--- src/rtl/bin2dec_seq.sv ---
// -----------------------------------------------------------------------------
// bin2dec_seq
// -----------------------------------------------------------------------------
// Sequential binary-to-BCD converter using shift-and-add-3 ("double dabble"),
// retiring one operand bit per clock. Acts as the responder side of a
// start/ready handshake: the driver presents in_data, raises start, and waits
// for ready before sampling out_dec. The previously published result stays
// stable on out_dec while a new conversion is running.
//
// Parameters:
//   WIDTH   bit width of in_data
//   DIGITS  number of BCD digits in out_dec (10**DIGITS must exceed 2**WIDTH)
//
// Ports:
//   clock    in   system clock, rising-edge active
//   reset    in   synchronous, active-low reset
//   start    in   conversion request, accepted only in IDLE or DONE
//   in_data  in   [WIDTH-1:0] binary operand, captured on the accepting edge
//   ready    out  high while a valid result is held
//   busy     out  high while converting
//   out_dec  out  [4*DIGITS-1:0] BCD result, units digit in bits [3:0]
//   neg      out  result sign (only when BIN2DEC_SIGNED_EN is defined)
//
// Build option:
//   BIN2DEC_SIGNED_EN  treat in_data as two's complement; the magnitude is
//                      converted and the sign is reported on neg. Without
//                      the macro, in_data is unsigned and neg does not exist.
// -----------------------------------------------------------------------------

module bin2dec_seq #(
   parameter int WIDTH  = 8,
   parameter int DIGITS = 3
) (
   input  logic                  clock,
   input  logic                  reset,
   input  logic                  start,
   input  logic [WIDTH-1:0]      in_data,
   output logic                  ready,
   output logic                  busy,
   output logic [4*DIGITS-1:0]   out_dec
`ifdef BIN2DEC_SIGNED_EN
   ,
   output logic                  neg
`endif
);

   localparam int          CNT_W = $clog2(WIDTH + 1);
   localparam int          BCD_W = 4 * DIGITS;
   localparam int unsigned NDIG  = DIGITS;

   typedef enum logic [1:0] {
      IDLE = 2'd0,
      CONV = 2'd1,
      DONE = 2'd2
   } state_t;

   state_t             state_q;
   state_t             state_d;

   logic [WIDTH-1:0]   sh_q;
   logic [BCD_W-1:0]   acc_q;
   logic [CNT_W-1:0]   cnt_q;
   logic               ready_q;

   logic               accept;
   logic               last_step;
   logic [WIDTH-1:0]   operand;
   logic [BCD_W-1:0]   acc_adj;
   logic [BCD_W+WIDTH-1:0] shift_cat;
   logic [BCD_W-1:0]   acc_shift;
   logic [WIDTH-1:0]   sh_shift;

   // -------------------------------------------------------------------------
   // Handshake decode
   // -------------------------------------------------------------------------
   always_comb begin
      accept    = start && ((state_q == IDLE) || (state_q == DONE));
      last_step = (state_q == CONV) && (cnt_q == CNT_W'(1));
   end

   // -------------------------------------------------------------------------
   // Operand conditioning: the value loaded into the shift register.
   // In signed mode the magnitude is taken; the most negative input maps to
   // 2**(WIDTH-1), which still fits as an unsigned WIDTH-bit value.
   // -------------------------------------------------------------------------
   always_comb begin
`ifdef BIN2DEC_SIGNED_EN
      if (in_data[WIDTH-1]) begin
         operand = ~in_data + WIDTH'(1);
      end else begin
         operand = in_data;
      end
`else
      operand = in_data;
`endif
   end

   // -------------------------------------------------------------------------
   // One double-dabble step: every digit >= 5 is corrected by +3 in parallel,
   // then {acc, sh} shifts left by one so the MSB of sh enters acc[0].
   // -------------------------------------------------------------------------
   always_comb begin
      acc_adj = acc_q;
      for (int unsigned i = 0; i < NDIG; i++) begin
         if (acc_q[4*i +: 4] >= 4'd5) begin
            acc_adj[4*i +: 4] = acc_q[4*i +: 4] + 4'd3;
         end
      end
      shift_cat = {acc_adj, sh_q} << 1;
      acc_shift = shift_cat[BCD_W+WIDTH-1:WIDTH];
      sh_shift  = shift_cat[WIDTH-1:0];
   end

   // -------------------------------------------------------------------------
   // FSM: state register
   // -------------------------------------------------------------------------
   always_ff @(posedge clock) begin
      if (!reset) begin
         state_q <= IDLE;
      end else begin
         state_q <= state_d;
      end
   end

   // -------------------------------------------------------------------------
   // FSM: next-state logic
   // -------------------------------------------------------------------------
   always_comb begin
      state_d = state_q;
      unique case (state_q)
         IDLE: begin
            if (start) begin
               state_d = CONV;
            end
         end
         CONV: begin
            // start is deliberately ignored here
            if (last_step) begin
               state_d = DONE;
            end
         end
         DONE: begin
            if (start) begin
               state_d = CONV;
            end
         end
         default: begin
            state_d = IDLE;
         end
      endcase
   end

   // -------------------------------------------------------------------------
   // Datapath registers
   // -------------------------------------------------------------------------
   always_ff @(posedge clock) begin
      if (!reset) begin
         sh_q    <= '0;
         acc_q   <= '0;
         cnt_q   <= '0;
         out_dec <= '0;
      end else begin
         if (accept) begin
            sh_q  <= operand;
            acc_q <= '0;
            cnt_q <= CNT_W'(WIDTH);
         end else if (state_q == CONV) begin
            sh_q  <= sh_shift;
            acc_q <= acc_shift;
            cnt_q <= cnt_q - CNT_W'(1);
            // Publish only the completed value; the partial accumulator is
            // never visible on out_dec.
            if (last_step) begin
               out_dec <= acc_shift;
            end
         end
      end
   end

   // ready is registered from the state: it rises one edge after DONE is
   // entered (WIDTH+1 edges after acceptance) and falls one edge after a new
   // request is accepted out of DONE.
   always_ff @(posedge clock) begin
      if (!reset) begin
         ready_q <= 1'b0;
      end else begin
         ready_q <= (state_q == DONE);
      end
   end

`ifdef BIN2DEC_SIGNED_EN
   // Sign tracks the captured operand and changes only on acceptance.
   always_ff @(posedge clock) begin
      if (!reset) begin
         neg <= 1'b0;
      end else if (accept) begin
         neg <= in_data[WIDTH-1];
      end
   end
`endif

   // -------------------------------------------------------------------------
   // FSM: outputs
   // -------------------------------------------------------------------------
   always_comb begin
      busy  = (state_q == CONV);
      ready = ready_q;
   end

endmodule

--- config.mk ---
export PLATFORM = sky130hd
export DESIGN_NAME = bin2dec_seq
export DESIGN_NICKNAME = d
export VERILOG_FILES = /design/src/rtl/bin2dec_seq.sv
export SDC_FILE = /design/constraint.sdc
export NUM_CORES = 1
export LEC_CHECK = 0
export CAP_MARGIN = 5
export CORE_MARGIN = 5
export CORE_UTILIZATION = 48
export DETAILED_ROUTE_END_ITERATION = 6
export GPL_TIMING_DRIVEN = 0
export HOLD_SLACK_MARGIN = 0.05
export PLACE_DENSITY = 0.75
export SLEW_MARGIN = 20
export SYNTH_ARGS = -nofsm -noshare
export SYNTH_HDL_FRONTEND = slang
export SYNTH_SLANG_ARGS = --single-unit
--- constraint.sdc ---
create_clock -name clock -period 1.35 [get_ports clock]
set_input_delay 0.2025 -clock clock [delete_from_list [all_inputs] [get_ports clock]]
set_output_delay 0.2025 -clock clock [all_outputs]
set_load 0.1 [all_outputs]
==> impl_results.md, run 1 <==
* Buffers on Ports at 23
* DRT iter0 DRCs at 86
* Total gr overflow at 0
* Final worst slack at -83.3 ps
* Pwr dens at 905 nW/um2
* Type of the worst setup path: register to register
* Hold Crit Class: input pin to register
* Via count at about 1.6k
* CTS root buf: clkbuf_4
* Max Slew Vio Count at 0
* Seq cells post-synth at 39
* CP arrival at 1690 ps
* Sink Count at 39
* H-tree depth at 2
* DIE HEIGHT at 70.3 um
* Crit path launch type: register
* Area Growth Syn to Fin at 41.3%
* Fill cell count at 276
* Post-route ant nets at 0
* Dpl cell area at around 2100 um2
* Setup violations, final at 11
* Post-Route Skew at 14.6 ps
* Routed wire length at approximately 4300 um
* RSZ-0062 raised after global routing: yes
* IO Pins at 25
* # Max-Cap Violations at 0
* Reg clk slew, reported paths at between 100 and 150 ps
* Multi-input gate area at between 1000 and 1500 um2
* Core ar. at about 3600 um2
* Synth cell count leaders: 39 x dfxtp_1, 29 x nand2_1, 17 x nor2_1
* Worst slew margin at about 65%
* Synthesized instance count at 197
* Library cells used by synthesis at 32
* Gr usage total at around 17%
* First-pass iteration count of the detailed router at 4
* Final number of hold-violating endpoints at 0
* Worst setup EP type: register
* Num rows at 22
* Outcome: finished with violations
* Share of layout cells above drive strength 1 at between 30% and 40%
* Skew-Pair Late Insertion Delay at about 340 ps
* Seq/Total Area, Yosys at between 40% and 50%
* Global placer's final weighted congestion at between 0.8 and 0.9
* First-pass GRT wire length at between 6000 and 7000 um
* Top-area cell type share of the netlist area at between 40% and 50%
* CTS Buffer Depth at 2
* Cell with the most instances after synthesis: dfxtp_1
* Largest net degree at the start of global routing at 12
* Peak Freq at 0.698 GHz
* Die area at 4940 um2
* Tmin final at 1430 ps
* Vias in the first global route at about 1.5k
* Synth area leaders: dfxtp_1 45%, nand2_1 6.2%, ha_1 5.7%, a21oi_1 4.3%, o22ai_1 4.3%
* Crit Path Max Fanout at 3
* Die Wd at 70.3 um
* Average size of a mapped cell at between 8 and 9 um2
* Largest area contributor in the netlist: dfxtp_1
* Syn. warnings at 0
* Failing checks: setup timing
* Peak VDD IR at 627 uV
* CTS tree: yes
* Starting Density at about half
* Hold-fix buffers, CTS at 0
* Seq. cell area at about 800 um2
* Per-cell routed wire length at 14.9 um
* Critical path data required time at ~1600 ps
* Final period utilization at 106%
* Post-synth EDFFs at 0
* Final instance area at 2460 um2
* Layout Nets at 262
* LEAKAGE at between 0.001 and 0.0015 uW
* Via/cell ratio at 5.38
* Total Power at between 2000 and 2500 uW
* Actual slew at the worst max-slew pin at about 530 ps
* Area of the mapped netlist at approximately 1700 um2
* Drt drc at 0
* Async set-reset flop share out of synthesis at 0%
* Syn nets at between 200 and 250
* Initial antenna violation count at 0
* Main flop type after synthesis: dfxtp_1
* Post-DP HPWL at approximately 2700 um
* Antenna Cells at 0
* Number of buffers created by CTS at 5
==> worst max-delay path, stage by stage (launching register included) <==
cell and delay [ps]:
dfxtp_4 380, inv_4 50, ha_4 140, nand2b_4 140, a21oi_4 160, mux2_4 320
o22ai_1 170
==> area by class of cell <==
type                            instances  area share [%]
Buffer                                 10            3.10
Clock buffer                            7            1.83
Clock inverter                          1           0.203
Inverter                                9            2.18
Multi-Input combinational cell        138            44.0
Sequential cell                        39            32.6
Tap cell                               48            2.44
Timing Repair Buffer                   40            13.7
==> power by group <==
part           internal [uW]  switching (uW)  total, uW
Combinational            192             236        429
Clock                    203             365        568
Sequential              1190            39.7       1230
Total                   1590             641       2230
==> state kept, by name (all words and copies together) (netlist names) <==
name / flops
acc_q: 12
cnt_q: 4
out_dec: 12
ready: 1
sh_q: 8
state_q: 2
==> path summary, 6_finish.rpt <==
check	start	endpoint	slack (ps)	cells past startpoint
setup / recovery	acc_q[1]$_SDFFE_PP0P_	acc_q[2]$_SDFFE_PP0P_	-80	6
hold / removal	reset	ready$_SDFF_PN0_	200	3
setup reg to reg	acc_q[1]$_SDFFE_PP0P_	acc_q[2]$_SDFFE_PP0P_	-80	6
hold reg to reg	state_q[1]$_SDFFE_PN0P_	ready$_SDFF_PN0_	470	2
==> cell usage in the layout, fill, tap and decap left out, types with 2 or more instances in the layout <==
cell,count
dfxtp_1,28
xnor2_1,2
o211a_1,6
o21ai_0,6
dfxtp_2,7
o22ai_1,8
nor3b_1,4
xnor2_2,2
buf_8,2
dfxtp_4,4
inv_2,2
nand2_2,2
buf_4,19
buf_2,7
clkbuf_4,12
o22ai_2,4
a211oi_1,3
mux2i_1,2
ha_4,7
inv_4,5
clkbuf_1,3
mux2_4,3
a21oi_1,11
nand3_1,6
nor2_1,17
nand2_1,28
o221ai_1,4
buf_6,3
a21oi_4,3
nand2b_4,4
clkdlybuf4s50_1,9
==> through the flow <==
stage	hold slack [ps]	util, %	setup slack, ps	cells	TNS, ps
floorplan	303	-	-7.93	197	-7.93
global placement	449	58.9	-825	268	-7400
detailed placement	453	58.9	-813	268	-7710
CTS	179	63.3	-75.8	285	-286
global route	193	68.9	-123	292	-1290
finish	199	68.9	-83.3	292	-304
==> routing by layer <==
layer | up-vias | GRT usage (%) | part of all wire, %
li1 | 780 | - | -
met3 | 8 | 5.61 | 3.0
met5 | - | 0 | 0
met4 | 0 | 5.74 | 1.6
met1 | 756 | 20.7 | 46
met2 | 26 | 28.7 | 50
==> timing repair <==
action / in CTS / in global routing
buffers inserted: 11 / 7
gates resized for setup: 102 / 42
pin swaps: 9 / 4
endpoints found under the setup margin: 30 / 29
==> logic make-up after synthesis <==
family          count (synthesis)  share of synthesized area [%]
simple gates                   70                           19.3
compound gates                 50                           18.5
flops                          39                           44.8
buf+inv                        20                           6.10
fa+ha+maj                       8                           5.74
xor+xnor                        5                           2.51
mux                             5                           3.08
Power figures use the tool's default switching activity.
==> run 2, diff against run 1 <==
--- a/config.mk
+++ b/config.mk
@@ -5,13 +5,14 @@
 export SDC_FILE = /design/constraint.sdc
 export NUM_CORES = 1
 export LEC_CHECK = 0
-export CAP_MARGIN = 5
+export CAP_MARGIN = 20
 export CORE_MARGIN = 5
-export CORE_UTILIZATION = 48
+export CORE_UTILIZATION = 50
+export CTS_BUF_LIST = sky130_fd_sc_hd__clkbuf_8
 export DETAILED_ROUTE_END_ITERATION = 6
 export GPL_TIMING_DRIVEN = 0
 export HOLD_SLACK_MARGIN = 0.05
-export PLACE_DENSITY = 0.75
+export PLACE_DENSITY = 0.77
 export SLEW_MARGIN = 20
 export SYNTH_ARGS = -nofsm -noshare
 export SYNTH_HDL_FRONTEND = slang
==> impl_results.md, run 2 (synthesis gave the netlist of run 1 again) <==
* Post-route ant nets at 0 (unchanged)
* Layout Nets at 264 (was 262)
* Drt drc at 0 (unchanged)
* H-tree depth at 2 (unchanged)
* Top delay family on crit path: flip-flops (unchanged)
* Buffers on Ports at 23 (unchanged)
* Core ar. at 3360 um2 (was 3580 um2)
* Crit path launch type: register (unchanged)
* Starting Density at 51.9% (was 48.7%)
* Via count at 1594 (was 1570)
* Crit path cell chain: inv_4 -> ha_4 -> nand2b_4 -> a21oi_4 -> mux2_4 -> o22ai_2 (was inv_4 -> ha_4 -> nand2b_4 -> a21oi_4 -> mux2_4 -> o22ai_1)
* Peak VDD IR at 572 uV (was 627 uV)
* Tmin final at 1390 ps (was 1430 ps)
* Part of the power in the clock network at 34.2% (was 25.5%)
* LEAKAGE at 0.00105 uW (was 0.00100 uW)
* Area Growth Syn to Fin at 43.5% (was 41.3%)
* Sink Count at 39 (unchanged)
* Crit Path Max Fanout at 3 (unchanged)
* Skew-Pair Late Insertion Delay at 300 ps (was 340 ps)
* Share of layout cells above drive strength 1 at 39.8% (about the same)
* Power Internal at 1850 uW (was 1590 uW)
* Comb power frac at 17.3% (was 19.2%)
* Fin Hold WS at 251 ps (was 199 ps)
* IO Pins at 25 (unchanged)
* Final period utilization at 103% (was 106%)
* Hold-fix buffers, CTS at 0 (unchanged)
* Min-delay src: reset (unchanged)
* Worst setup EP type: register (unchanged)
* Per-cell routed wire length at 16.2 um (was 14.9 um)
* CTS Buffer Depth at 2 (unchanged)
* Dpl cell area at 2100 um2 (was 2110 um2)
* Post-DP HPWL at 2720 um (was 2700 um)
* NetSw at 699 uW (was 641 uW)
* Global placer's final weighted congestion at 0.791 (was 0.803)
* Peak Freq at 0.721 GHz (was 0.698 GHz)
* Actual slew at the worst max-slew pin at 539 ps (was 530 ps)
* Max incr delay on CP at 360 ps (was 380 ps)
* Type of the worst setup path: register to register (unchanged)
* Hold endpoint: ready$_SDFF_PN0_ (unchanged)
* Register-to-Register Path Depth at 6 (unchanged)
* Net Sw Frac at 27.4% (was 28.7%)
* Total gr overflow at 0 (unchanged)
* Final instance area at 2500 um2 (was 2460 um2)
* Final worst slack at -37.9 ps (was -83.3 ps)
* First-pass iteration count of the detailed router at 4 (unchanged)
* Reg clk slew, reported paths at 80 ps (was 110 ps)
* RSZ-0062 raised after global routing: yes (unchanged)
* Met3 Usage GRT at 5.09% (was 5.61%)
* GRT busiest layer: met2 (unchanged)
* Flop pwr share at 48.5% (was 55.3%)
* DIE HEIGHT at 69.1 um (was 70.3 um)
* Reg2reg setup slack at -40 ps (was -80 ps)
* CTS tree: yes (unchanged)
* Num rows at 21 (was 22)
* Commonest non-fill, non-tap cell in the layout: nand2_1
* Pwr dens at 1020 nW/um2 (was 905 nW/um2)
* Fin cells at 292 (unchanged)
* Outcome: finished with violations (unchanged)
* DRT iter0 DRCs at 125 (was 86)
* Reg-to-reg startpoint: acc_q[5]$_SDFFE_PP0P_ (was acc_q[1]$_SDFFE_PP0P_)
* Reg2reg end: acc_q[6]$_SDFFE_PP0P_ (was acc_q[2]$_SDFFE_PP0P_)
* Post-layout util at 74.4% (was 68.9%)
* Largest net degree at the start of global routing at 12 (unchanged)
* Routed wire length at 4730 um (was 4340 um)
* Worst slew margin at 64.1% (was 64.7%)
* Final setup TNS at -196 ps (was -304 ps)
* First-pass GRT wire length at 7290 um (was 6760 um)
* Top Registers: acc_q x12, out_dec x12, sh_q x8 (unchanged)
* Post-Route Skew at 5.07 ps (was 14.6 ps)
* Critical path data required time at 1570 ps (was 1610 ps)
* Via/cell ratio at 5.46 (was 5.38)
* Met1 Use GR at 24.8% (was 20.7%)
* Worst path bufs/invs at 1 (unchanged)
* Failing checks: setup timing (unchanged)
* # Max-Cap Violations at 0 (unchanged)
* Die Wd at 69.1 um (was 70.3 um)
* Grt met2 use at 30.6% (was 28.7%)
* Placed instance count at 266 (was 268)
* CTS root buf: clkbuf_8 (was clkbuf_4)
* Number of buffers created by CTS at 5 (unchanged)
* Max Slew Vio Count at 0 (unchanged)
* Hold Crit Class: input pin to register (unchanged)
* Final number of hold-violating endpoints at 0 (unchanged)
* CP max-delay cell: dfxtp_2 (was dfxtp_4)
* Setup violations, final at 11 (unchanged)
* Gr usage total at 19.3% (was 17.2%)
* Antenna Cells at 0 (unchanged)
* WHS Path Cells at 3 (unchanged)
* Vias in the first global route at 1485 (was 1473)
* Initial antenna violation count at 0 (unchanged)
* Die area at 4770 um2 (was 4940 um2)
* Commonest cells after routing, fill and taps aside: 29 x nand2_1, 28 x dfxtp_1, 17 x buf_2, 17 x buf_4, 17 x nor2_1 (was 28 x nand2_1, 28 x dfxtp_1, 19 x buf_4)
* CP arrival at 1610 ps (was 1690 ps)
## run 2: cell count changes in the layout (fill, tap and decap cells not counted), sizes merged
cell    previous run  this run
buf               32        39
clkbuf            16        10
and2               2         3
clkinv             1         0
inv                9        10
## run 2: power by group through the flow
stage / Sequential (uW) / Clock [uW] / Combinational, uW
after global routing: 1240 / 950 / 476
final: 1240 / 872 / 441
after CTS: 1240 / 882 / 391
after floorplan: 1280 / 0 / 229
after global placement: 1250 / 0 / 343
after detailed placement: 1260 / 0 / 349
## run 2: area by class of cell
type                            count  area, um2
Timing Repair Buffer               41        335
Clock inverter                      1       3.75
Fill cell                         257        860
Buffer                             10       73.8
Inverter                            9       48.8
Multi-Input combinational cell    139       1090
Clock buffer                        7       96.3
Tap cell                           46       57.6
Sequential cell                    39        797
## run 2: worst max-delay path by stage
stage / slack, ps / cells after the start / endpoint / startpoint
after floorplan: -8 / 6 / acc_q[6]$_SDFFE_PP0P_ / acc_q[5]$_SDFFE_PP0P_
after global placement: -810 / 4 / busy / state_q[0]$_SDFFE_PN0P_
after detailed placement: -810 / 4 / busy / state_q[0]$_SDFFE_PN0P_
after CTS: -40 / 6 / acc_q[6]$_SDFFE_PP0P_ / acc_q[5]$_SDFFE_PP0P_
after global routing: -90 / 6 / out_dec[1]$_SDFFE_PN0P_ / cnt_q[1]$_SDFFE_PP0P_
final: -40 / 6 / acc_q[6]$_SDFFE_PP0P_ / acc_q[5]$_SDFFE_PP0P_
## run 2: timing repair
| action | in CTS | in global routing |
|---|---|---|
| pin swaps | 7 | 5 |
| buffers inserted | 8 | 9 |
| gates cloned | 1 | 1 |
| endpoints found under the hold margin | 0 | 0 |
| endpoints found under the setup margin | 30 | 22 |
| resized for setup | 105 | 21 |
## run 2: worst register-to-register path, cell delays in order, from the launching register on
cell	delay (ps)
dfxtp_2	360
inv_4	50
ha_4	150
nand2b_4	140
a21oi_4	140
mux2_4	330
o22ai_2	140
## run 2: layer usage
layer	vias to the layer above	share of wire, %
li1	778	-
met1	757	43
met2	46	50
met3	13	5.4
met4	0	2.3
met5	-	0
## run 2: through the flow
stage | power (uW) | worst slack (ps)
global placement | 1600 | -812
finish | 2550 | -37.9
floorplan | 1500 | -7.93
detailed placement | 1600 | -805
global route | 2670 | -90.6
CTS | 2510 | -41.2
==> run 3, diff against run 2 <==
--- a/config.mk
+++ b/config.mk
@@ -7,12 +7,12 @@
 export LEC_CHECK = 0
 export CAP_MARGIN = 20
 export CORE_MARGIN = 5
-export CORE_UTILIZATION = 50
+export CORE_UTILIZATION = 57
 export CTS_BUF_LIST = sky130_fd_sc_hd__clkbuf_8
 export DETAILED_ROUTE_END_ITERATION = 6
 export GPL_TIMING_DRIVEN = 0
 export HOLD_SLACK_MARGIN = 0.05
-export PLACE_DENSITY = 0.77
+export PLACE_DENSITY = 0.83
 export SLEW_MARGIN = 20
 export SYNTH_ARGS = -nofsm -noshare
 export SYNTH_HDL_FRONTEND = slang
==> constraint.sdc (replaced) <==
create_clock -name clock -period 1.7 [get_ports clock]
set_input_delay 0.255 -clock clock [delete_from_list [all_inputs] [get_ports clock]]
set_output_delay 0.255 -clock clock [all_outputs]
set_load 0.1 [all_outputs]
==> impl_results.md, run 3 (synthesis gave the netlist of run 1 again) <==
* Outcome: complete, no violations (was finished with violations)
* Post-Route Skew at 4.99 ps (was 5.07 ps)
* Sink Count at 39 (unchanged)
* Reg clk slew, reported paths at 70 ps (was 80 ps)
* Buffers on Ports at 23 (unchanged)
* Peak VDD IR at 698 uV (was 572 uV)
* Critical path data required time at 1440 ps (was 1570 ps)
* Final period utilization at 96.7%
* Number of buffers created by CTS at 5 (unchanged)
* Starting Density at 58.1% (was 51.9%)
* Vias in the first global route at 1539 (was 1485)
* Routed wire length at 4170 um (was 4730 um)
* Global placer's final weighted congestion at 0.867 (was 0.791)
* Commonest cells after routing, fill and taps aside: 39 x dfxtp_1, 29 x nand2_1, 17 x nor2_1 (was 29 x nand2_1, 28 x dfxtp_1, 17 x buf_2, 17 x buf_4, 17 x nor2_1)
* Post-route ant nets at 0 (unchanged)
* Per-cell routed wire length at 16.0 um (was 16.2 um)
* Worst setup EP type: primary output (was register)
* Top Registers: acc_q x12, out_dec x12, sh_q x8 (unchanged)
* Crit path launch type: register (unchanged)
* Commonest non-fill, non-tap cell in the layout: dfxtp_1 (was nand2_1)
* Post-CTS setup buffers at 0 (was 8)
* RSZ-0062 raised after global routing: no (was yes)
* Peak Freq at ~0.6 GHz
* Hold Crit Class: input pin to register (unchanged)
* DIE HEIGHT at 65.3 um (was 69.1 um)
* CTS tree: yes (unchanged)
* Area Growth Syn to Fin at 22.3% (was 43.5%)
* Initial antenna violation count at 0 (unchanged)
* Die Wd at 65.3 um (was 69.1 um)
* Actual slew at the worst max-slew pin at 558 ps (was 539 ps)
* Final setup TNS at 0 ps (was -196 ps)
* CTS Buffer Depth at 2 (unchanged)
* CP arrival at 1390 ps (was 1610 ps)
* # Max-Cap Violations at 0 (unchanged)
* Skew-Pair Late Insertion Delay at 290 ps (was 300 ps)
* Placed instance count at 253 (was 266)
* Antenna Cells at 0 (unchanged)
* Setup violations, final at 0 (was 11)
* Max Slew Vio Count at 0 (unchanged)
* Via/cell ratio at 5.93 (was 5.46)
* DRT iter0 DRCs at 107 (was 125)
* First-pass iteration count of the detailed router at 4 (unchanged)
* First-pass GRT wire length at 6780 um (was 7290 um)
* Pwr dens at 903 nW/um2 (was 1020 nW/um2)
* Type of the worst setup path: register to primary output (was register to register)
* Num rows at 20 (was 21)
* Total gr overflow at 0 (unchanged)
* Layout Nets at 246 (was 264)
* Tmin final at 1640 ps
* H-tree depth at 2 (unchanged)
* Via count at 1547 (was 1594)
* Share of layout cells above drive strength 1 at 18.0% (was 39.8%)
* Fin cells at 261 (was 292)
* IO Pins at 25 (unchanged)
* Crit Path Max Fanout at 10 (was 3)
* Gr usage total at 21.2% (was 19.3%)
* Largest net degree at the start of global routing at 12 (unchanged)
* Worst slew margin at 63.0% (was 64.1%)
* Core ar. at 3000 um2 (was 3360 um2)
* Drt drc at 0 (unchanged)
* Hold-fix buffers, CTS at 0 (unchanged)
* LEAKAGE at 0.000850 uW (was 0.00105 uW)
* CTS root buf: clkbuf_8 (unchanged)
* Final number of hold-violating endpoints at 0 (unchanged)
* Seq. cell area at 781 um2 (was 797 um2)
* Post-layout util at 71.0% (was 74.4%)
* Fill cell count at 236 (was 257)
* Post-DP HPWL at 2920 um (was 2720 um)
* Multi-input gate area at 867 um2 (was 1090 um2)
* Die area at 4270 um2 (was 4770 um2)
-- run 3: metal layers --
layer	vias up	global-route usage, %	wire length (um)
li1	747	-	-
met1	739	23.5	1700
met2	53	36.7	2150
met3	8	6.50	253
met4	0	9.84	72
met5	-	0	0
-- run 3: cell type report --
class,count,area share [%]
multi-input cells,138,40.6
flip-flops and latches,39,36.6
repair buffers,23,11.0
clock buffers,7,4.52
plain buffers,11,3.40
well taps,33,1.94
inverters,9,1.70
clock inverters,1,0.176
-- run 3: final timing paths --
kind | start | end | slack, ps | cells after the start
setup / recovery | state_q[0]$_SDFFE_PN0P_ | busy | 60 | 4
hold / removal | reset | cnt_q[3]$_SDFFE_PN0P_ | 300 | 2
setup reg to reg | acc_q[4]$_SDFFE_PP0P_ | acc_q[6]$_SDFFE_PP0P_ | 110 | 6
hold reg to reg | out_dec[1]$_SDFFE_PN0P_ | out_dec[1]$_SDFFE_PN0P_ | 480 | 2
-- run 3: repair_timing --
action                                  CTS  global route
resized for setup                        44             6
endpoints found under the setup margin   14             6
cloned                                    0             0
-- run 3: critical path: stages (launching register included) --
cell      delay [ps]
dfxtp_1          410
nand2b_4         100
inv_4            110
clkbuf_4         220
buf_6            240
-- run 3: where the power goes --
part | internal, uW | leakage, uW | switching (uW)
Clock | 364 | 0.0000557 | 314
Combinational | 102 | 0.000478 | 171
Sequential | 950 | 0.000317 | 25.9
-- run 3: stage by stage --
step / total power (uW) / instance area (um2) / hold WS (ps) / setup WS [ps]
after floorplan: 1180 / 1740 / 355 / 235
after global placement: 1250 / 2020 / 449 / -545
after detailed placement: 1260 / 2020 / 459 / -558
after CTS: 1930 / 2130 / 293 / 8.30
after global routing: 2000 / 2130 / 298 / 3.97
final: 1930 / 2130 / 303 / 56.0
